$ cat config.mk
export PLATFORM = sky130hd
export DESIGN_NAME = nes_poll_sequencer
export DESIGN_NICKNAME = d
export VERILOG_FILES = /design/src/rtl/nes_poll_sequencer.sv
export SDC_FILE = /design/constraint.sdc
export NUM_CORES = 1
export LEC_CHECK = 0
export CAP_MARGIN = 20
export CORE_MARGIN = 3
export CORE_UTILIZATION = 35
export DETAILED_ROUTE_END_ITERATION = 8
export PLACE_DENSITY_LB_ADDON = 0.2
export SETUP_SLACK_MARGIN = 0.5
export SLEW_MARGIN = 25
export SYNTH_ARGS = -nofsm -noshare
export SYNTH_HDL_FRONTEND = slang
export SYNTH_SLANG_ARGS = --single-unit
$ cat constraint.sdc
create_clock -name inputclk -period 6.55 [get_ports inputclk]
set_clock_uncertainty 0.15 [all_clocks]
set_input_delay 1.6375 -clock inputclk [delete_from_list [all_inputs] [get_ports inputclk]]
set_output_delay 1.6375 -clock inputclk [all_outputs]
set_load 0.05 [all_outputs]
$ cat src/rtl/nes_poll_sequencer.sv
// NES controller poller: latches the pad, clocks out eight serial bits and
// publishes the decoded button byte, either periodically or on request.
module nes_poll_sequencer #(
  parameter int HALF        = 300,
  parameter int POLL_PERIOD = 833333
) (
  input  logic       inputclk,
  input  logic       reset,
  input  logic       enable,
  input  logic       poll_req,
  input  logic       data,
  output logic       clklatch,
  output logic       clkout,
  output logic [7:0] buttons,
  output logic       up,
  output logic       down,
  output logic       left,
  output logic       right,
  output logic       valid,
  output logic       changed,
  output logic       busy
);

  localparam int PW = (POLL_PERIOD > 1) ? $clog2(POLL_PERIOD) : 1;
  localparam logic [PW-1:0] PERIOD_LAST = PW'(POLL_PERIOD - 1);
  localparam logic [10:0]   LATCH_LAST  = 11'(2 * HALF - 1);
  localparam logic [10:0]   BIT_LAST    = 11'(HALF - 1);

  typedef enum logic [2:0] {IDLE, LATCH, BIT_LO, BIT_HI, DONE} state_t;

  state_t        state_q;
  logic [10:0]   phase_q;
  logic [PW-1:0] period_q;
  logic [2:0]    idx_q;
  logic [7:0]    shift_q;
  logic [7:0]    buttons_q;
  logic [1:0]    sync_q;
  logic          clklatch_q;
  logic          clkout_q;
  logic          valid_q;
  logic          changed_q;

  always_ff @(posedge inputclk) begin
    if (reset) begin
      state_q    <= IDLE;
      phase_q    <= '0;
      period_q   <= '0;
      idx_q      <= '0;
      shift_q    <= '0;
      buttons_q  <= '0;
      sync_q     <= 2'b11;
      clklatch_q <= 1'b0;
      clkout_q   <= 1'b0;
      valid_q    <= 1'b0;
      changed_q  <= 1'b0;
    end else begin
      sync_q    <= {sync_q[0], data};
      period_q  <= (period_q == PERIOD_LAST) ? '0 : period_q + 1'b1;
      valid_q   <= 1'b0;
      changed_q <= 1'b0;
      case (state_q)
        IDLE: begin
          // Triggers arriving outside IDLE are simply never looked at.
          if (enable && (period_q == PERIOD_LAST || poll_req)) begin
            state_q    <= LATCH;
            phase_q    <= '0;
            clklatch_q <= 1'b1;
            clkout_q   <= 1'b0;
          end
        end
        LATCH: begin
          if (phase_q == LATCH_LAST) begin
            state_q    <= BIT_LO;
            phase_q    <= '0;
            idx_q      <= '0;
            clklatch_q <= 1'b0;
          end else begin
            phase_q <= phase_q + 1'b1;
          end
        end
        BIT_LO: begin
          if (phase_q == BIT_LAST) begin
            shift_q[idx_q] <= ~sync_q[1];
            state_q        <= BIT_HI;
            phase_q        <= '0;
            clkout_q       <= 1'b1;
          end else begin
            phase_q <= phase_q + 1'b1;
          end
        end
        BIT_HI: begin
          if (phase_q == BIT_LAST) begin
            phase_q  <= '0;
            clkout_q <= 1'b0;
            if (idx_q == 3'd7) begin
              // Publish in the same edge that enters DONE so valid and
              // buttons are visible together for the single DONE cycle.
              state_q   <= DONE;
              buttons_q <= shift_q;
              valid_q   <= 1'b1;
              changed_q <= (shift_q != buttons_q);
            end else begin
              idx_q   <= idx_q + 1'b1;
              state_q <= BIT_LO;
            end
          end else begin
            phase_q <= phase_q + 1'b1;
          end
        end
        DONE: begin
          state_q <= IDLE;
        end
        default: begin
          state_q <= IDLE;
        end
      endcase
    end
  end

  assign clklatch = clklatch_q;
  assign clkout   = clkout_q;
  assign buttons  = buttons_q;
  assign up       = buttons_q[4];
  assign down     = buttons_q[5];
  assign left     = buttons_q[6];
  assign right    = buttons_q[7];
  assign valid    = valid_q;
  assign changed  = changed_q;
  assign busy     = (state_q != IDLE);

endmodule

==> summary.txt, run 1 <==
Routing
  – Routed Antenna Nets: 0
  – Met3 routed wirelength: approximately 260 µm
  – Highest Signal Layer: met4
  – Drt wl/cell: 12.6 µm
  – Mean number of vias per cell: 5.05
  – Via Count: around 2300
  – Metal2 WL: 2410 µm
  – Residual DRC: 0
  – WL final: 5650 µm
  – 1st-pass router iterations: 4
  – Metal-1 WL: 2910 µm
  – Initial DRC Count: 110

Yosys
  – Synth async-reset ratio: 0
  – Syn Std Cell Area: 2940 µm²
  – Syn Area/Cell: 9.03 µm²
  – Dominant synthesized flop cell: dfxtp_1
  – EDFF count, synth: 0
  – Synth Register Bits: 59
  – Top-area cell type share of the netlist area: 0.402
  – Synth top area cells: dfxtp_1 40%, xor2_1 6.3%, nor2_1 5.4%, mux2i_1 5.1%, nand2_1 3.5%
  – YS warnings: 0
  – Synthesized net count: 335
  – Area leader, netlist: dfxtp_1
  – Commonest cells post-synth: 59 x dfxtp_1, 42 x nor2_1, 27 x nand2_1
  – Synth cell types: 54
  – Count leader, synth: dfxtp_1
  – Cells after Synth: 325
  – Sequential area share after synthesis: 0.402

Min path
  – Hold path start: sync_q[0]$_SDFF_PP1_
  – Hold Path End: sync_q[1]$_SDFF_PP1_
  – Hold Path Class: flip-flop to flip-flop
  – Hold Path Depth: 1

Clock tree
  – Root buf cell: clkbuf_8
  – Worst-Skew Late Latency: 0.33 ns
  – H-Tree Level Count: 3
  – Post-CTS Resized: 0
  – Clock Tree Buf Depth: 2
  – Cts-stage hold buffer count: 0
  – CTS tree: done
  – Post-CTS Setup Inserts: 0
  – Clock-pin slew on the worst setup and hold paths: 0.07 ns
  – Total CTS buffers: 9
  – CTS Sinks: 59

Setup path
  – Crit path from: state_q[1]$_SDFFE_PP0P_
  – Nature of the critical path endpoint: output pin
  – Worst-path fanout max: 15
  – Setup slack, reg-to-reg: 4.05 ns
  – Critical path launch point type: flip-flop
  – Reg-to-reg critical path startpoint: phase_q[0]$_SDFFE_PP0P_
  – Arrival @ worst endpoint: 2.08 ns
  – Top delay family on crit path: buffers and inverters
  – WP depth: 3
  – Worst-path cell chain: nor3_1 > inv_1 > clkdlybuf4s50_1
  – RR Endpoint: phase_q[3]$_SDFFE_PP0P_
  – CP Class: flip-flop to output pin
  – R2R depth: 6
  – Required time of the critical path: 4.76 ns
  – Max incr delay on CP: ~0.8 ns
  – CP max-delay cell: clkdlybuf4s50_1
  – WP buf/inv: 2

Global route
  – Total track usage: 0.127
  – Antenna violations before repair: 0
  – Number of global-route vias before repair: 2080
  – First-pass GRT wire length: 9840 µm
  – Gr ovfl total: 0
  – Largest net degree at the start of global routing: 25

Place
  – Placer Congestion: 0.759
  – DP Wirelength: 3940 µm
  – Placed Area: around 3200 µm²
  – Port buffer count: 21

Floorplanning
  – Number of cell rows: 32
  – Die Span X: 97.6 µm
  – Total Die Area: 9520 µm²
  – Ports: 22
  – Core Box Area: 7930 µm²
  – Initial core utilization: 0.370
  – Die height: 97.6 µm

Power
  – Share of power burned in registers: 0.484
  – Pwr Density: ~230 nW/µm²
  – Tot Pwr: 773 µW
  – Worst vdd ir: 0.0922 mV
  – Clk pwr share: 0.432
  – Switch share: 0.256
  – Logic gate share of total power: 0.083
  – Pint: 575 µW
  – Lkg Pwr: 0.00125 µW
  – Sw Pwr: 198 µW

Cells and area
  – FF/Latch Area: approximately 1200 µm²
  – Share of cells above drive strength 1: 0.0957
  – Final instance area: 3360 µm²
  – Net count, final: between 300 and 400
  – Final Core Density: 0.424
  – Filler cell count: around 800
  – Area Overhead vs Synth: 14.5%
  – Ant. Diodes: 0
  – Multi-input gate area: 1600 µm²

STA
  – Worst slew pin tran: 0.816 ns
  – Final setup fails: 0
  – Hold Fails Final Rpt: 0
  – Slew HR: 0.451
  – Setup TNS: 0 ns
  – Clock period minus worst slack: 3.87 ns
  – Fmax: about 260 MHz
  – RSZ-0062 raised after global routing: false
  – Final max-slew violation count: 0
  – Final period utilization: 0.591

Status
  – Status: finished, final reports clean

Job
  – Max cap viols: 0
==> layout by cell type (no fill, tap or decap), drive strengths merged, types with 7 or more instances in the layout <==
cell type      Yosys  routed
nor3               7       7
xor2              21      21
a211oi             8       8
nand4              9       9
nand3b             7       7
mux2i             15      15
nand2b             8       8
inv                8       9
clkdlybuf4s50      0      21
dfxtp             59      59
nor2              42      42
clkbuf            10      10
o21ai             18      18
xnor2              7       7
nand2             28      28
nand3             10      10
and3               7       7
==> layer usage <==
metal  vias to the layer above  track usage
met3                         7       0.0402
met4                         0       0.0479
li1                       1172            -
met5                         -            0
met1                      1031        0.176
met2                        46        0.182
==> cell families after synthesis <==
| group | synth area share |
|---|---|
| compound gates | 0.114 |
| xor+xnor | 0.0835 |
| fa+ha+maj | 0.0213 |
| buf+inv | 0.0520 |
| flops | 0.402 |
| mux | 0.0511 |
| simple gates | 0.275 |
==> worst max path at each step <==
| stage | end | slack (ns) |
|---|---|---|
| final | busy | 2.68 |
| after global routing | busy | 2.57 |
| after CTS | busy | 2.66 |
| after detailed placement | period_q[13]$_SDFF_PP0_ | 2.85 |
| after global placement | period_q[12]$_SDFF_PP0_ | 2.88 |
| after floorplan | busy | 3.71 |
==> registers in the layout, indices dropped and copies added (netlist names) <==
name,cells
shift_q,8
changed,1
clkout,1
valid,1
idx_q,3
period_q,20
buttons,8
clklatch,1
state_q,3
sync_q,2
phase_q,11
==> layout make-up <==
type	count	area share
multi-input cells	240	0.477
clock inverters	6	0.0190
flip-flops and latches	59	0.352
inverters	8	0.00894
repair buffers	22	0.0648
well taps	102	0.0380
clock buffers	10	0.0410
==> power groups by stage <==
stage	Clock, µW	Sequential [µW]	Combinational (µW)
2_1_floorplan	0	380	50.3
3_3_place_gp	0	382	64.7
3_5_place_dp	0	382	64.7
4_1_cts	348	374	65.0
5_1_grt	363	375	70.6
6_report	334	374	64.5
==> stage by stage <==
step                instances  setup WS (ns)  hold WS (ns)
CTS                       447           2.66         0.263
global route              447           2.57         0.274
detailed placement        431           2.85         0.246
floorplan                 325           3.71         0.239
global placement          431           2.88         0.260
finish                    447           2.68         0.262
No activity file was read; power rests on OpenSTA's default activity.
==> run 2, diff against run 1 <==
Clock period 6.55 ns to 3.8 ns, I/O delays scaled along.
==> run 2 against run 1 <==
  * Non-clock buffer count stayed put
  * Combinational power rose by 72%
  * Cell area is 0.15% lower
  * Critical path type unchanged
  * Final cell count down 0.45%
  * Via count rose by 0.27%
  * Sequential share of layout area is 0.052 points higher
==> summary.txt, run 2 (synthesis results as in run 1) <==
Status
  – Status: finished, final reports clean (unchanged)

Setup path
  – R2R depth: 6 (unchanged)
  – Reg-to-reg critical path startpoint: phase_q[0]$_SDFFE_PP0P_ (unchanged)
  – Required time of the critical path: 2.70 ns (was 4.76 ns)
  – RR Endpoint: buttons[1]$_SDFFE_PP0P_ (was phase_q[3]$_SDFFE_PP0P_)
  – CP Class: flip-flop to output pin (unchanged)
  – Nature of the critical path endpoint: output pin (unchanged)
  – Setup slack, reg-to-reg: 1.24 ns (was 4.05 ns)
  – Worst-path fanout max: 15 (unchanged)
  – Critical path launch point type: flip-flop (unchanged)
  – Arrival @ worst endpoint: 2.04 ns (was 2.08 ns)

Power
  – Pwr Density: 402 nW/µm² (was 230 nW/µm²)
  – Lkg Pwr: 0.00125 µW (about the same)
  – Worst vdd ir: 0.250 mV (was 0.0922 mV)

Clock tree
  – CTS tree: done (unchanged)
  – Post-CTS Setup Inserts: 0 (unchanged)
  – CTS Sinks: 59 (unchanged)
  – Cts-stage hold buffer count: 0 (unchanged)
  – H-Tree Level Count: 3 (unchanged)
  – Post-CTS Resized: 0 (unchanged)
  – Clock-pin slew on the worst setup and hold paths: 0.07 ns (about the same)
  – Root buf cell: clkbuf_8 (unchanged)
  – Clock Tree Buf Depth: 2 (unchanged)
  – Worst-Skew Late Latency: 0.33 ns (about the same)
  – Total CTS buffers: 9 (unchanged)

Floorplanning
  – Ports: 22 (unchanged)
  – Initial core utilization: 0.370 (unchanged)
  – Total Die Area: 9520 µm² (unchanged)
  – Number of cell rows: 32 (unchanged)
  – Die height: 97.6 µm (unchanged)
  – Core Box Area: 7930 µm² (unchanged)
  – Die Span X: 97.6 µm (unchanged)

STA
  – Fmax: 318 MHz
  – Slew HR: 0.551 (was 0.451)
  – Final max-slew violation count: 0 (unchanged)
  – Clock period minus worst slack: 3.14 ns
  – Hold Worst Slack: 0.275 ns (was 0.262 ns)
  – Setup TNS: 0 ns (unchanged)
  – Final period utilization: 0.827
  – Final setup fails: 0 (unchanged)
  – Worst slew pin tran: 0.668 ns (was 0.816 ns)
  – RSZ-0062 raised after global routing: false (unchanged)
  – Hold Fails Final Rpt: 0 (unchanged)
  – Final worst setup slack: 0.657 ns (was 2.68 ns)

Global route
  – Largest net degree at the start of global routing: 36 (was 25)
  – First-pass GRT wire length: 10200 µm (was 9840 µm)
  – Gr ovfl total: 0 (unchanged)
  – Number of global-route vias before repair: 2143 (was 2080)
  – Antenna violations before repair: 0 (unchanged)
  – Total track usage: 0.133 (was 0.127)

Job
  – Max cap viols: 0 (unchanged)

Cells and area
  – Most frequent cells in the layout: 59 x dfxtp_1, 42 x nor2_1, 27 x nand2_1, 21 x xor2_1, 21 x clkdlybuf4s50_1 (unchanged)
  – Non-filler cells, final: 445 (was 447)
  – Share of cells above drive strength 1: 0.0845 (was 0.0957)
  – Largest Register: period_q (unchanged)
  – Ant. Diodes: 0 (unchanged)
  – Area Overhead vs Synth: 14.3% (was 14.5%)
  – Largest registers: period_q (20), phase_q (11) (unchanged)
  – Largest register FFs: 20 (unchanged)
  – Final instance area: 3350 µm² (was 3360 µm²)
  – Most common cell after layout, fill and taps aside: dfxtp_1 (unchanged)
  – Net count, final: 350 (unchanged)

Routing
  – Residual DRC: 0 (unchanged)
  – Mean number of vias per cell: 5.08 (was 5.05)
  – Initial DRC Count: 84 (was 110)
  – 1st-pass router iterations: 4 (unchanged)
  – WL final: 5980 µm (was 5650 µm)
  – Via Count: 2262 (was 2256)
  – Drt wl/cell: 13.4 µm (was 12.6 µm)
  – Routed Antenna Nets: 0 (unchanged)

Place
  – Placer Congestion: 0.785 (was 0.759)
  – Dpl cells: 431 (unchanged)
  – Place WS: 0.992 ns (was 2.85 ns)
  – DP Wirelength: 4160 µm (was 3940 µm)
  – Port buffer count: 21 (unchanged)
  – Placed Area: 3160 µm² (unchanged)

Min path
  – Hold Path Depth: 1 (unchanged)
  – Hold Path End: sync_q[1]$_SDFF_PP1_ (unchanged)
  – Hold Path Class: flip-flop to flip-flop (unchanged)
  – Hold path start: sync_q[0]$_SDFF_PP1_ (unchanged)
run 2: cell types whose count changed in the layout (fill, tap and decap cells not counted):
cell | before | now
clkinvlp_4 | 2 | 0
clkbuf_1 | 0 | 2
clkbuf_8 | 10 | 9
bufinv_16 | 1 | 2
inv_6 | 1 | 0
clkinv_2 | 2 | 1
run 2: layer usage:
metal / wire [µm] / global-route usage / vias to the layer above
met1: 2800 / 0.164 / 1034
met4: 78 / 0.0490 / 0
met3: 308 / 0.0481 / 6
met5: 0 / 0 / -
li1: - / - / 1174
met2: 2790 / 0.212 / 48
run 2: worst max path at each step:
stage | start | endpoint | slack [ns]
2_1_floorplan | phase_q[0]$_SDFFE_PP0P_ | phase_q[3]$_SDFFE_PP0P_ | 1.64
3_3_place_gp | enable | phase_q[4]$_SDFFE_PP0P_ | 1.02
3_5_place_dp | enable | phase_q[4]$_SDFFE_PP0P_ | 0.99
4_1_cts | state_q[1]$_SDFFE_PP0P_ | busy | 0.66
5_1_grt | state_q[1]$_SDFFE_PP0P_ | busy | 0.55
6_report | state_q[1]$_SDFFE_PP0P_ | busy | 0.66
run 2: worst max-delay path: stages, from the launching register on:
cell	delay, ns
dfxtp_1	0.68
nor3_1	0.15
inv_1	0.08
clkdlybuf4s50_1	0.79
run 2: layout make-up:
| type | count | area, µm² |
|---|---|---|
| Clock buffer | 11 | 131 |
| Clock inverter | 3 | 65.1 |
| Fill cell | 793 | 4570 |
| Inverter | 8 | 30.0 |
| Multi-Input combinational cell | 240 | 1600 |
| Sequential cell | 59 | 1180 |
| Tap cell | 102 | 128 |
| Timing Repair Buffer | 22 | 218 |
run 2: per-stage QoR:
stage | util | power, µW
global route | 0.423 | 1410
global placement | 0.398 | 769
finish | 0.423 | 1350
CTS | 0.423 | 1370
floorplan | - | 741
detailed placement | 0.398 | 770
run 2: power by group:
group / switching, µW / total [µW] / internal, µW
clock network: 231 / 592 / 361
logic: 69.6 / 111 / 41.7
registers: 15.8 / 645 / 629
total: 316 / 1350 / 1030
